`src/rtl/des_pkg.sv`:
```
// ---------------------------------------------------------------------------
// des_pkg
//   Constants and helpers shared by the DES key schedule, the round datapath
//   and the S-box stage.
//   Contents:
//     KEY_W / HALF_W / CD_W / SUBKEY_W  fixed DES widths
//     PC1, PC2                          permutation tables, 1-based, bit 1 = MSB
//     SHIFT, RSHIFT                     per-round rotate amounts (index 0..15)
//     ks_state_t                        key schedule FSM states
//     rotl28 / rotr28                   28-bit half rotations by 0..2
// ---------------------------------------------------------------------------
package des_pkg;

    localparam int KEY_W    = 64;
    localparam int HALF_W   = 28;
    localparam int CD_W     = 56;
    localparam int SUBKEY_W = 48;

    // Output bit i (0 = MSB) of PC-1 takes key bit PC1[i] (1 = MSB).
    localparam int PC1 [CD_W] = '{
        57, 49, 41, 33, 25, 17,  9,  1, 58, 50, 42, 34, 26, 18,
        10,  2, 59, 51, 43, 35, 27, 19, 11,  3, 60, 52, 44, 36,
        63, 55, 47, 39, 31, 23, 15,  7, 62, 54, 46, 38, 30, 22,
        14,  6, 61, 53, 45, 37, 29, 21, 13,  5, 28, 20, 12,  4
    };

    // Output bit i (0 = MSB) of PC-2 takes CD bit PC2[i] (1 = MSB).
    localparam int PC2 [SUBKEY_W] = '{
        14, 17, 11, 24,  1,  5,  3, 28, 15,  6, 21, 10,
        23, 19, 12,  4, 26,  8, 16,  7, 27, 20, 13,  2,
        41, 52, 31, 37, 47, 55, 30, 40, 51, 45, 33, 48,
        44, 49, 39, 56, 34, 53, 46, 42, 50, 36, 29, 32
    };

    localparam logic [1:0] SHIFT [16] = '{
        2'd1, 2'd1, 2'd2, 2'd2, 2'd2, 2'd2, 2'd2, 2'd2,
        2'd1, 2'd2, 2'd2, 2'd2, 2'd2, 2'd2, 2'd2, 2'd1
    };

    // Right-rotate amounts that walk C16,D16 back down to C1,D1.
    localparam logic [1:0] RSHIFT [16] = '{
        2'd0, 2'd1, 2'd2, 2'd2, 2'd2, 2'd2, 2'd2, 2'd2,
        2'd1, 2'd2, 2'd2, 2'd2, 2'd2, 2'd2, 2'd2, 2'd1
    };

    typedef enum logic [1:0] {
        IDLE = 2'd0,
        RUN  = 2'd1,
        DONE = 2'd2
    } ks_state_t;

    function automatic logic [HALF_W-1:0] rotl28(input logic [HALF_W-1:0] x,
                                                 input logic [1:0]        n);
        case (n)
            2'd1:    return {x[HALF_W-2:0], x[HALF_W-1]};
            2'd2:    return {x[HALF_W-3:0], x[HALF_W-1:HALF_W-2]};
            default: return x;
        endcase
    endfunction

    function automatic logic [HALF_W-1:0] rotr28(input logic [HALF_W-1:0] x,
                                                 input logic [1:0]        n);
        case (n)
            2'd1:    return {x[0], x[HALF_W-1:1]};
            2'd2:    return {x[1:0], x[HALF_W-1:2]};
            default: return x;
        endcase
    endfunction

endpackage

```
`src/rtl/des_pc2.sv`:
```
// ---------------------------------------------------------------------------
// des_pc2
//   Combinational DES Permuted Choice 2: selects 48 of the 56 C,D bits.
//   Ports:
//     i_cd      in  56  {C,D}, bit 1 = i_cd[55]
//     o_subkey  out 48  round subkey, bit 1 = o_subkey[47]
// ---------------------------------------------------------------------------
module des_pc2
    import des_pkg::*;
(
    input  logic [CD_W-1:0]     i_cd,
    output logic [SUBKEY_W-1:0] o_subkey
);

    for (genvar i = 0; i < SUBKEY_W; i++) begin : g_pc2
        assign o_subkey[SUBKEY_W-1-i] = i_cd[CD_W-PC2[i]];
    end

endmodule

```
`src/rtl/des_key_schedule.sv`:
```
// ---------------------------------------------------------------------------
// des_key_schedule
//   Produces the 16 DES round subkeys one per valid/ready transfer, in
//   K1..K16 order for encryption or K16..K1 for decryption, from C/D
//   registers rotated in place each round.
//   Ports:
//     clk, rst       clock, synchronous active-high reset
//     key_in   [64]  DES key, parity bits ignored
//     decrypt        direction, captured with start
//     start          begin a schedule (accepted only while ready)
//     ready          idle and able to accept start
//     subkey   [48]  PC-2 of the current C,D
//     subkey_valid   subkey is presented
//     subkey_ready   consumer takes the subkey
//     round    [4]   issue-order index of the presented subkey
//     done           one-cycle pulse after the 16th transfer
// ---------------------------------------------------------------------------
module des_key_schedule
    import des_pkg::*;
(
    input  logic                clk,
    input  logic                rst,
    input  logic [KEY_W-1:0]    key_in,
    input  logic                decrypt,
    input  logic                start,
    output logic                ready,
    output logic [SUBKEY_W-1:0] subkey,
    output logic                subkey_valid,
    input  logic                subkey_ready,
    output logic [3:0]          round,
    output logic                done
);

    ks_state_t         r_state;
    logic [HALF_W-1:0] r_c;
    logic [HALF_W-1:0] r_d;
    logic [3:0]        r_round;
    logic              r_dir;
    logic              r_ready;
    logic              r_valid;
    logic              r_done;

    logic [CD_W-1:0]   w_pc1;
    logic [3:0]        w_next_round;
    logic [1:0]        w_lshift;
    logic [1:0]        w_rshift;

    // PC-1 drops the eight parity bits and reorders the rest into {C0,D0}.
    for (genvar i = 0; i < CD_W; i++) begin : g_pc1
        assign w_pc1[CD_W-1-i] = key_in[KEY_W-PC1[i]];
    end

    assign w_next_round = r_round + 4'd1;
    assign w_lshift     = SHIFT[w_next_round];
    assign w_rshift     = RSHIFT[w_next_round];

    always_ff @(posedge clk) begin
        if (rst) begin
            r_state <= IDLE;
            r_c     <= '0;
            r_d     <= '0;
            r_round <= 4'd0;
            r_dir   <= 1'b0;
            r_ready <= 1'b1;
            r_valid <= 1'b0;
            r_done  <= 1'b0;
        end else begin
            case (r_state)
                IDLE: begin
                    if (start) begin
                        // Decrypt starts from C0,D0, which equals C16,D16
                        // because the encrypt rotations sum to 28.
                        if (decrypt) begin
                            r_c <= w_pc1[CD_W-1:HALF_W];
                            r_d <= w_pc1[HALF_W-1:0];
                        end else begin
                            r_c <= rotl28(w_pc1[CD_W-1:HALF_W], 2'd1);
                            r_d <= rotl28(w_pc1[HALF_W-1:0], 2'd1);
                        end
                        r_dir   <= decrypt;
                        r_round <= 4'd0;
                        r_ready <= 1'b0;
                        r_valid <= 1'b1;
                        r_state <= RUN;
                    end
                end
                RUN: begin
                    if (subkey_ready) begin
                        if (r_round == 4'd15) begin
                            r_valid <= 1'b0;
                            r_done  <= 1'b1;
                            r_state <= DONE;
                        end else begin
                            r_round <= w_next_round;
                            if (r_dir) begin
                                r_c <= rotr28(r_c, w_rshift);
                                r_d <= rotr28(r_d, w_rshift);
                            end else begin
                                r_c <= rotl28(r_c, w_lshift);
                                r_d <= rotl28(r_d, w_lshift);
                            end
                        end
                    end
                end
                DONE: begin
                    r_done  <= 1'b0;
                    r_ready <= 1'b1;
                    r_state <= IDLE;
                end
                default: begin
                    r_valid <= 1'b0;
                    r_done  <= 1'b0;
                    r_ready <= 1'b1;
                    r_state <= IDLE;
                end
            endcase
        end
    end

    des_pc2 u_pc2 (
        .i_cd     ({r_c, r_d}),
        .o_subkey (subkey)
    );

    assign ready        = r_ready;
    assign subkey_valid = r_valid;
    assign round        = r_round;
    assign done         = r_done;

endmodule

```
`config.mk`:
```
export PLATFORM = sky130hd
export DESIGN_NAME = des_key_schedule
export DESIGN_NICKNAME = d
export VERILOG_FILES = /design/src/rtl/des_pkg.sv /design/src/rtl/des_pc2.sv /design/src/rtl/des_key_schedule.sv
export SDC_FILE = /design/constraint.sdc
export NUM_CORES = 1
export LEC_CHECK = 0
export BUFFER_PORTS_ARGS = -buffer_cell sky130_fd_sc_hd__buf_2
export CAP_MARGIN = 5
export CORE_AREA = 3 3 112 114
export CTS_CLUSTER_DIAMETER = 60
export CTS_CLUSTER_SIZE = 10
export DETAILED_ROUTE_END_ITERATION = 8
export DIE_AREA = 0 0 115 117
export PLACE_DENSITY = 0.74
export RECOVER_POWER = 100
export SETUP_SLACK_MARGIN = 0.3
export SLEW_MARGIN = 20
export SYNTH_ARGS = -nofsm -noshare
export SYNTH_HDL_FRONTEND = slang
export SYNTH_HIERARCHICAL = 1
export SYNTH_SLANG_ARGS = --single-unit
```
`constraint.sdc`:
```
create_clock -name clk -period 2.9 [get_ports clk]
set_input_delay 0.145 -clock clk [delete_from_list [all_inputs] [get_ports clk]]
set_output_delay 0.145 -clock clk [all_outputs]
set_load 0.1 [all_outputs]
```
==> reports/results.ini, run 1 <==
[detailed_routing]
antenna_left=0
vias_per_cell=6.32
vias=5217
drc=0
wire_per_inst_um=19.8
drt-initial-drc-count=455
drt-total-wl_mm=16.4
drt_pre_antenna_iters=7

[sta]
tns_ns=0
fin_crit_ns=2.69
worstMarginPinSlew_ns=1.26
fin_skew_ns=0.00470
fmax_mhz=372
slew_headroom_pct=16.5
setup_viol_count_final=0
drv_slew=0
rsz0062_at_grt=true
finalHoldViolations=0
timing.final.crit_share_pct=92.6

[critical_path]
crit_fanout=9
start_kind=register
critPathKind=reg2reg
arrival_ns=2.86
crit_path_end_kind=register
ff2ff_setup_slack_ns=0.21
slowest_delay_ns=0.36
r2r_cells=14
crit_chain=ha_1 -> and2b_1 -> o211ai_1 -> o211ai_4 -> inv_4 -> ha_4 -> nand2_4 -> a21oi_4 -> nor2b_4 -> buf_12 -> buf_8 -> buf_16 -> mux2i_2 -> o32ai_1
r2r-start=round[0]$_SDFFE_PP0P_
slowest_stage=dfxtp_4
cp.required_ns=3.07
reg2reg_to=r_d[17]$_SDFFE_PP0P_

[yosys]
yosys_register_bits=66
mappedNetlistNets=705
synth_edf_count=0
async_flop_share_pct=0
yosys_warnings=6
synthFlopType=dfxtp_1
synth_most_common_cell=mux2i_1
synth.avg_cell_area_um2=9.24
synthTopCellsByCount=mux2i_1, dfxtp_1, and2_1, o22ai_1, o32ai_1
synth.distinct_cells=34
synthCells=633
yosysTopAreaCellShare_pct=38.3
ys_seq_area_share_pct=22.6
synth_area_leaders=mux2i_1, dfxtp_1, o32ai_1
synthesis.area_um2=5850
synth_top_area_cell=mux2i_1

[grt]
met1_usage_pct=29.7
grt_pass1_vias=5205
grt_max_degree=57
track_usage_pct=23.4
grt.busiest_layer=met2
grt_overflow_total=0
grtUsageMet2_pct=40.2
grt_pass1_wl_mm=26.0
antenna_found_initial=0
met3_usage_pct=4.42

[cells_and_area]
final_core_util_pct=58.1
nets=750
drive_above_1_share_pct=19.0
final_cell_area_um2=6690
n_antenna_cell=0
area_delta_synth_final_pct=14.4

[floorplan]
ios=124
initial_utilization_pct=50.8
die_h_um=117
row_count=39
die-area_um2=13500
dieWidth_um=115
coreArea_um2=11500

[worst_hold_path]
hold_depth=3
min_path_type=in2reg
holdPathEnd=r_state[0]$_SDFFE_PP0P_
hold_path_startpoint=start

[clocking]
h-tree-depth=3
cts_buffers=9
cts_buffer_depth=2
cts_root_buf=clkbuf_16
cts_tree=yes
clock-sinks=66
worstSkewPairLatency_ns=0.33
clkTransAtPathRegs_ns=0.05

[run]
max_cap_viol_count=0

[run_status]
status=complete, no violations

[pwr]
ir_drop_mv=0.319
powerDensity_nw_per_um2=535
leakagePower_uw=0.00277

[placement]
dp_hpwl_mm=9.97
globalplace.congestion=0.802
portBuffers=115
dpl_cell_area_um2=6150

==> kinds of logic after synthesis <==
kind of cell | after synthesis | share of synthesized area, %
mux | 224 | 38.3
fa+ha+maj | 3 | 0.642
simple gates | 92 | 9.19
buf+inv | 113 | 12.3
compound gates | 135 | 17.0
flops | 66 | 22.6
==> layer usage <==
| layer | share of wire [%] | vias up |
|---|---|---|
| met5 | 0 | - |
| met2 | 50 | 177 |
| met1 | 44 | 2552 |
| met4 | 2.0 | 0 |
| li1 | - | 2460 |
| met3 | 4.8 | 28 |
==> cells in the final DEF (no fill, tap or decap), types with 10 or more instances in the layout <==
cell type    n
mux2i_1    218
dfxtp_1     62
buf_2       59
o22ai_1     57
and2_1      57
clkbuf_1    57
o32ai_1     50
buf_4       12
clkbuf_16   11
a21oi_1     10
==> flip-flops by register name, indices dropped and copies added, names as in the netlist <==
signal and flops:
r_c 28, r_d 28, round 4, r_state 2
done 1, r_dir 1, ready 1, subkey_valid 1
==> worst max-delay path: cells and delay by family, from the launching register on <==
kind | cells | cell delay, ns
AO/OA/AOI/OAI | 4 | 0.56
adder cells (fa/ha/maj) | 2 | 0.49
AND/OR/NAND/NOR | 3 | 0.46
buffers and inverters | 4 | 0.45
flip-flops | 1 | 0.36
multiplexers | 1 | 0.20
==> worst max path at each step <==
stage / to / slack, ns / cells past startpoint / start
6_report: r_d[17]$_SDFFE_PP0P_ / 0.21 / 14 / round[0]$_SDFFE_PP0P_
5_1_grt: r_d[13]$_SDFFE_PP0P_ / 0.05 / 13 / round[0]$_SDFFE_PP0P_
4_1_cts: r_d[17]$_SDFFE_PP0P_ / 0.24 / 15 / round[1]$_SDFFE_PP0P_
3_5_place_dp: r_d[22]$_SDFFE_PP0P_ / 0.26 / 12 / round[0]$_SDFFE_PP0P_
3_3_place_gp: r_c[14]$_SDFFE_PP0P_ / 0.33 / 13 / round[0]$_SDFFE_PP0P_
2_1_floorplan: r_c[13]$_SDFFE_PP0P_ / 0.01 / 16 / round[0]$_SDFFE_PP0P_
==> where the power goes <==
part / switching, uW / total [uW] / leakage, uW / internal [uW]
Sequential: 131 / 1120 / 0.000544 / 987
Clock: 410 / 1110 / 0.000152 / 696
Combinational: 915 / 1350 / 0.00208 / 439
==> metrics by stage <==
| step | std cells | worst slack [ns] | hold slack [ns] | power [uW] |
|---|---|---|---|---|
| after CTS | 824 | 0.244 | 0.141 | 3560 |
| after floorplan | 633 | 0.0108 | 0.235 | 2250 |
| final | 826 | 0.214 | 0.152 | 3580 |
| after global routing | 826 | 0.0516 | 0.165 | 3710 |
| after detailed placement | 797 | 0.265 | 0.452 | 2400 |
| after global placement | 797 | 0.326 | 0.442 | 2370 |
==> layout make-up <==
| class | instances | area, um^2 |
|---|---|---|
| clock buffers | 15 | 298 |
| clock inverters | 1 | 5.00 |
| fillers | 1026 | 4820 |
| inverters | 4 | 22.5 |
| multi-input cells | 454 | 3950 |
| flip-flops and latches | 66 | 1330 |
| well taps | 143 | 179 |
| repair buffers | 143 | 912 |
==> repair_timing <==
item,CTS,global route
setup buffers,8,0
resized for setup,13,20
endpoints found under the setup margin,43,56
pin swaps,2,4
cloned,3,2
hold buffers,0,0
Power figures use the tool's default switching activity.
==> inputs of run 2 (changes only) <==
--- a/config.mk
+++ b/config.mk
@@ -7,12 +7,12 @@
 export LEC_CHECK = 0
 export BUFFER_PORTS_ARGS = -buffer_cell sky130_fd_sc_hd__buf_2
 export CAP_MARGIN = 5
-export CORE_AREA = 3 3 112 114
+export CORE_AREA = 3 3 134 136
 export CTS_CLUSTER_DIAMETER = 60
 export CTS_CLUSTER_SIZE = 10
 export DETAILED_ROUTE_END_ITERATION = 8
-export DIE_AREA = 0 0 115 117
-export PLACE_DENSITY = 0.74
+export DIE_AREA = 0 0 137 139
+export PLACE_DENSITY = 0.54
 export RECOVER_POWER = 100
 export SETUP_SLACK_MARGIN = 0.3
 export SLEW_MARGIN = 20
==> run 2 against run 1 <==
  * Fmax is 1.5% higher
  * Sequential cell count stayed put
  * Die area is 42% higher
  * Core utilization is 19 points lower
  * Clock power hardly changed
  * Sequential power hardly changed
  * Critical path depth is 1 lower
  * Highest routed layer unchanged
==> reports/results.ini, run 2 (synthesis gave the netlist of run 1 again) <==
[run_status]
status=complete, no violations

[pwr]
powerDensity_nw_per_um2=529
leakagePower_uw=0.00276
ir_drop_mv=0.276

[cells_and_area]
area_delta_synth_final_pct=15.3
seq_area_um2=1330
final_cell_mix=mux2i_1, dfxtp_1, buf_2
nets=752
fillCellCount=1768
drive_above_1_share_pct=18.8
multiInputGateArea_um2=3900
final_cell_area_um2=6750
layout_commonest_cell=mux2i_1

[clocking]
cts_tree=yes
h-tree-depth=3
cts_buffer_depth=2
clkTransAtPathRegs_ns=0.06
worstSkewPairLatency_ns=0.35
clock-sinks=66
cts_buffers=9
cts_hold_buf=0
cts_root_buf=clkbuf_16

[critical_path]
cp.required_ns=3.13
start_kind=register
r2r_cells=13
crit_path_end_kind=register
critPathKind=reg2reg
crit_fanout=28
arrival_ns=2.88
r2r-start=round[0]$_SDFFE_PP0P_
reg2reg_to=r_c[25]$_SDFFE_PP0P_
ff2ff_setup_slack_ns=0.25

[detailed_routing]
vias_per_cell=5.72
drc=0
vias=5211
antenna_left=0
drt-initial-drc-count=306
wire_per_inst_um=19.2
drt_pre_antenna_iters=5
drt-total-wl_mm=17.5

[worst_hold_path]
min_path_type=in2reg
holdPathEnd=r_state[0]$_SDFFE_PP0P_
hold_path_startpoint=start
hold_depth=3

[sta]
rsz0062_at_grt=true
setup_viol_count_final=0
fin_skew_ns=0.0119
finalHoldViolations=0
worstMarginPinSlew_ns=1.47
fmax_mhz=378
tns_ns=0
slew_headroom_pct=2.00
fin_crit_ns=2.65
drv_slew=0
timing.final.crit_share_pct=91.3

[placement]
dpl_cell_area_um2=6250
dp_hpwl_mm=10.8
portBuffers=115
globalplace.congestion=0.750

[grt]
grt_overflow_total=0
grt_max_degree=67
track_usage_pct=17.7
antenna_found_initial=1
grt_pass1_wl_mm=27.6
grt_pass1_vias=5280

[floorplan]
ios=124
initial_utilization_pct=34.3
die-area_um2=19000
dieWidth_um=137
coreArea_um2=17100
die_h_um=139
row_count=48

[run]
max_cap_viol_count=0

==> run 2: cell count changes in the layout (fill, tap and decap cells not counted), moves of 2 or more <==
cell	delta
clkbuf_1	-2
o32ai_2	-4
clkinv_2	+2
buf_4	+3
clkbuf_8	-5
o32ai_1	+4
==> run 2: worst max path at each step <==
stage / from / endpoint / slack (ns) / cells after the start
floorplan: round[0]$_SDFFE_PP0P_ / r_c[13]$_SDFFE_PP0P_ / 0.01 / 16
global placement: round[0]$_SDFFE_PP0P_ / r_d[3]$_SDFFE_PP0P_ / 0.30 / 12
detailed placement: round[0]$_SDFFE_PP0P_ / r_c[12]$_SDFFE_PP0P_ / 0.20 / 11
CTS: round[0]$_SDFFE_PP0P_ / r_c[6]$_SDFFE_PP0P_ / 0.25 / 15
global route: round[0]$_SDFFE_PP0P_ / r_c[25]$_SDFFE_PP0P_ / 0.08 / 13
finish: round[0]$_SDFFE_PP0P_ / r_c[25]$_SDFFE_PP0P_ / 0.25 / 13
==> run 2: stage by stage <==
stage               hold slack (ns)  setup WS [ns]  power, uW  util (%)  instances
global placement              0.453          0.304       2390      36.7        879
global route                  0.123         0.0776       3720      39.6        911
finish                        0.117          0.253       3570      39.6        911
CTS                          0.0973          0.247       3590      39.4        906
detailed placement            0.456          0.203       2410      36.7        879
floorplan                     0.235         0.0108       2250         -        633
==> run 2: critical path, cell delays in order, from the launching register on <==
cell,delay [ns]
dfxtp_4,0.35
ha_1,0.29
and2b_1,0.21
o211ai_1,0.26
o211ai_4,0.13
inv_4,0.07
ha_4,0.18
nand2_2,0.05
a21oi_1,0.09
nor2b_4,0.17
buf_12,0.14
nand2_2,0.08
buf_6,0.20
o32ai_1,0.32
==> run 2: final cells by class <==
| type | instances | area share [%] |
|---|---|---|
| clock inverters | 7 | 1.00 |
| multi-input cells | 454 | 57.8 |
| flip-flops and latches | 66 | 19.7 |
| well taps | 225 | 4.17 |
| clock buffers | 9 | 3.34 |
| repair buffers | 145 | 13.6 |
| inverters | 4 | 0.297 |
| diodes | 1 | 0.0371 |
==> run 2: power by group <==
| group | total, uW | leakage, uW | internal [uW] | switching (uW) |
|---|---|---|---|---|
| clock | 1110 | 0.000146 | 665 | 447 |
| combinational | 1340 | 0.00207 | 429 | 909 |
| sequential | 1120 | 0.000544 | 987 | 131 |
| total | 3570 | 0.00276 | 2080 | 1490 |
==> run 2: what timing repair did <==
item | CTS | global route
hold endpoints to repair | 0 | 0
buffers inserted | 8 | 3
pin swaps | 2 | 2
endpoints found under the setup margin | 56 | 56
cloned | 3 | 1
resized for setup | 10 | 15
==> run 2: per-layer routing <==
metal / share of wire [%] / routed length, um / GRT usage (%) / vias up
met5: 0 / 0 / 0 / -
met4: 1.3 / 233 / 6.57 / 0
met3: 4.7 / 819 / 2.69 / 16
met2: 48 / 8460 / 28.8 / 157
met1: 46 / 7970 / 23.5 / 2567
li1: - / - / - / 2471
==> inputs of run 3 (changes only) <==
--- a/config.mk
+++ b/config.mk
@@ -7,16 +7,15 @@
 export LEC_CHECK = 0
 export BUFFER_PORTS_ARGS = -buffer_cell sky130_fd_sc_hd__buf_2
 export CAP_MARGIN = 5
-export CORE_AREA = 3 3 134 136
+export CORE_AREA = 3 3 154 156
 export CTS_CLUSTER_DIAMETER = 60
 export CTS_CLUSTER_SIZE = 10
 export DETAILED_ROUTE_END_ITERATION = 8
-export DIE_AREA = 0 0 137 139
-export PLACE_DENSITY = 0.54
+export DIE_AREA = 0 0 157 159
+export PLACE_DENSITY = 0.52
 export RECOVER_POWER = 100
 export SETUP_SLACK_MARGIN = 0.3
 export SLEW_MARGIN = 20
 export SYNTH_ARGS = -nofsm -noshare
 export SYNTH_HDL_FRONTEND = slang
-export SYNTH_HIERARCHICAL = 1
 export SYNTH_SLANG_ARGS = --single-unit
==> run 3 against run 2 <==
  * Cell count is 47% higher
  * Sequential power increased by 7%
  * Synthesized cell count is 64% higher
  * Via count rose by 61%
  * Global-route usage rose by 4.5 points
  * Total power is 17% higher
  * Worst setup slack got worse by 0.088 ns
  * Register-to-register slack got worse by 0.09 ns
  * Fmax fell by 3.2%
  * Design area increased by 41%
  * Clock-buffer cell count grew 2
  * Core utilization increased by 2.8 points
  * Largest power group unchanged
  * Critical path type unchanged
==> reports/results.ini, run 3 <==
[detailed_routing]
drt-total-wl_mm=29.2
drt-initial-drc-count=776
vias=8388
wire_per_inst_um=21.9
drt_pre_antenna_iters=5
vias_per_cell=6.27
antenna_left=0
drc=0

[yosys]
synth.avg_cell_area_um2=7.55
yosys_warnings=0
synth_edf_count=0
yosysTopAreaCellShare_pct=16.8
async_flop_share_pct=0
synth_top_area_cell=dfxtp_1
yosys_register_bits=66
ys_seq_area_share_pct=16.8
synthCells=1041
synth_most_common_cell=a211oi_1
synthTopCellsByCount=a211oi_1, clkbuf_1, nor2_1
synth.distinct_cells=40
mappedNetlistNets=1114
synth_area_leaders=dfxtp_1, a211oi_1, mux2_2
synthFlopType=dfxtp_1
synthesis.area_um2=7860

[placement]
dp_cells=1297
dp_slack_ns=0.141
dp_hpwl_mm=15.7
dpl_cell_area_um2=8230
portBuffers=115
globalplace.congestion=0.747

[critical_path]
slowest_stage=dfxtp_4
crit_fanout=5
crit_chain=inv_2 -> ha_1 -> nor2_1 -> buf_4 -> o31ai_4 -> a21boi_4 -> ha_4 -> nand2_2 -> a41oi_4 -> buf_12 -> o21ba_2 -> clkbuf_16 -> a22oi_1 -> o21ai_0
arrival_ns=2.96
crit_path_end_kind=register
slowest_delay_ns=0.38
worst-path-buf-inv=4
cp.required_ns=3.13
start_kind=register
cp_top_family=compound AO/OA/AOI/OAI gates
critPathKind=reg2reg

[floorplan]
row_count=55
initial_utilization_pct=34.9
coreArea_um2=22500
die-area_um2=25000
ios=124
dieWidth_um=157
die_h_um=159

[grt]
grt_pass1_vias=7878
track_usage_pct=22.2
antenna_found_initial=1
grt_overflow_total=0
grt_pass1_wl_mm=45.1
grt_max_degree=113

[cells_and_area]
final_cell_area_um2=9520
final_cell_mix=nor2_1, a211oi_1, a21oi_1
nets=1121
layout.cells.non_filler=1337
area_delta_synth_final_pct=21.2
layout_commonest_cell=nor2_1
drive_above_1_share_pct=28.5
n_antenna_cell=0
fillCellCount=2280

[clocking]
cts_tree=yes
h-tree-depth=3
worstSkewPairLatency_ns=0.35
cts_root_buf=clkbuf_16
cts_buffer_depth=2
cts_buffers=9
clock-sinks=66
clkTransAtPathRegs_ns=0.06
cts_hold_buf=0

[sta]
whs_ns=0.100
drv_slew=0
timing.final.crit_share_pct=94.3
setup_viol_count_final=0
fin_ws_ns=0.165
fmax_mhz=366
finalHoldViolations=0
slew_headroom_pct=11.6
worstMarginPinSlew_ns=1.33
fin_skew_ns=0.0109
fin_crit_ns=2.73
rsz0062_at_grt=true
tns_ns=0

[run]
max_cap_viol_count=0

[pwr]
leakagePower_uw=0.00353
ir_drop_mv=0.241
powerDensity_nw_per_um2=438

[worst_hold_path]
min_path_type=in2reg

[run_status]
status=complete, no violations

[run 3: logic make-up (layout without fill, tap and decap cells)]
kind of cell | count (synthesis) | in the layout | share of synthesized area (%)
compound gates | 416 | 417 | 38.0
flops | 66 | 66 | 16.8
fa+ha+maj | 4 | 4 | 0.637
simple gates | 262 | 262 | 17.5
buf+inv | 181 | 191 | 11.9
mux | 112 | 112 | 15.2
[run 3: cell type report]
class                   count  area [um^2]  area share (%)
repair buffers            171         1250            13.1
multi-input cells         795         6290            66.1
clock inverters             4         20.0           0.210
well taps                 285          357            3.75
inverters                   5         18.8           0.197
flip-flops and latches     66         1340            14.1
clock buffers              11          243            2.55
[run 3: routing by layer]
metal	vias up	share of wire (%)	global-route usage, %
met5	-	0.017	0
met4	2	1.5	7.08
met3	32	6.7	4.21
met2	275	47	34.3
met1	4150	45	31.0
li1	3929	-	-
[run 3: path summary, 6_finish.rpt]
path / start / endpoint / slack, ns / depth (start not counted)
setup / recovery: round[0]$_SDFFE_PP0P_ / r_c[24]$_SDFFE_PP0P_ / 0.17 / 14
hold / removal: start / r_state[0]$_SDFFE_PP0P_ / 0.10 / 3
setup reg to reg: round[0]$_SDFFE_PP0P_ / r_c[24]$_SDFFE_PP0P_ / 0.17 / 14
hold reg to reg: ready$_SDFFE_PP1P_ / ready$_SDFFE_PP1P_ / 0.48 / 1
[run 3: per-stage QoR]
stage / utilization [%] / power (uW)
global route: 42.3 / 4380
CTS: 40.6 / 4090
floorplan: - / 2630
finish: 42.3 / 4170
detailed placement: 36.6 / 2880
global placement: 36.6 / 2870
[run 3: what timing repair did]
action / in CTS / in global routing
pin swaps: 18 / 21
setup endpoints to repair: 56 / 56
gates cloned: 5 / 6
gates resized for setup: 85 / 67
buffers inserted: 12 / 2
hold endpoints to repair: 0 / 0
[run 3: power by group]
part	switching (uW)	internal [uW]
logic	1260	655
clock network	459	593
registers	196	1000
[run 3: worst register-to-register path, cell delays in order, from the launching register on]
cell and delay, ns:
dfxtp_4 0.38, inv_2 0.06, ha_1 0.22, nor2_1 0.19
buf_4 0.16, o31ai_4 0.06, a21boi_4 0.16, ha_4 0.21
nand2_2 0.08, a41oi_4 0.14, buf_12 0.19, o21ba_2 0.30
clkbuf_16 0.21, a22oi_1 0.17, o21ai_0 0.10
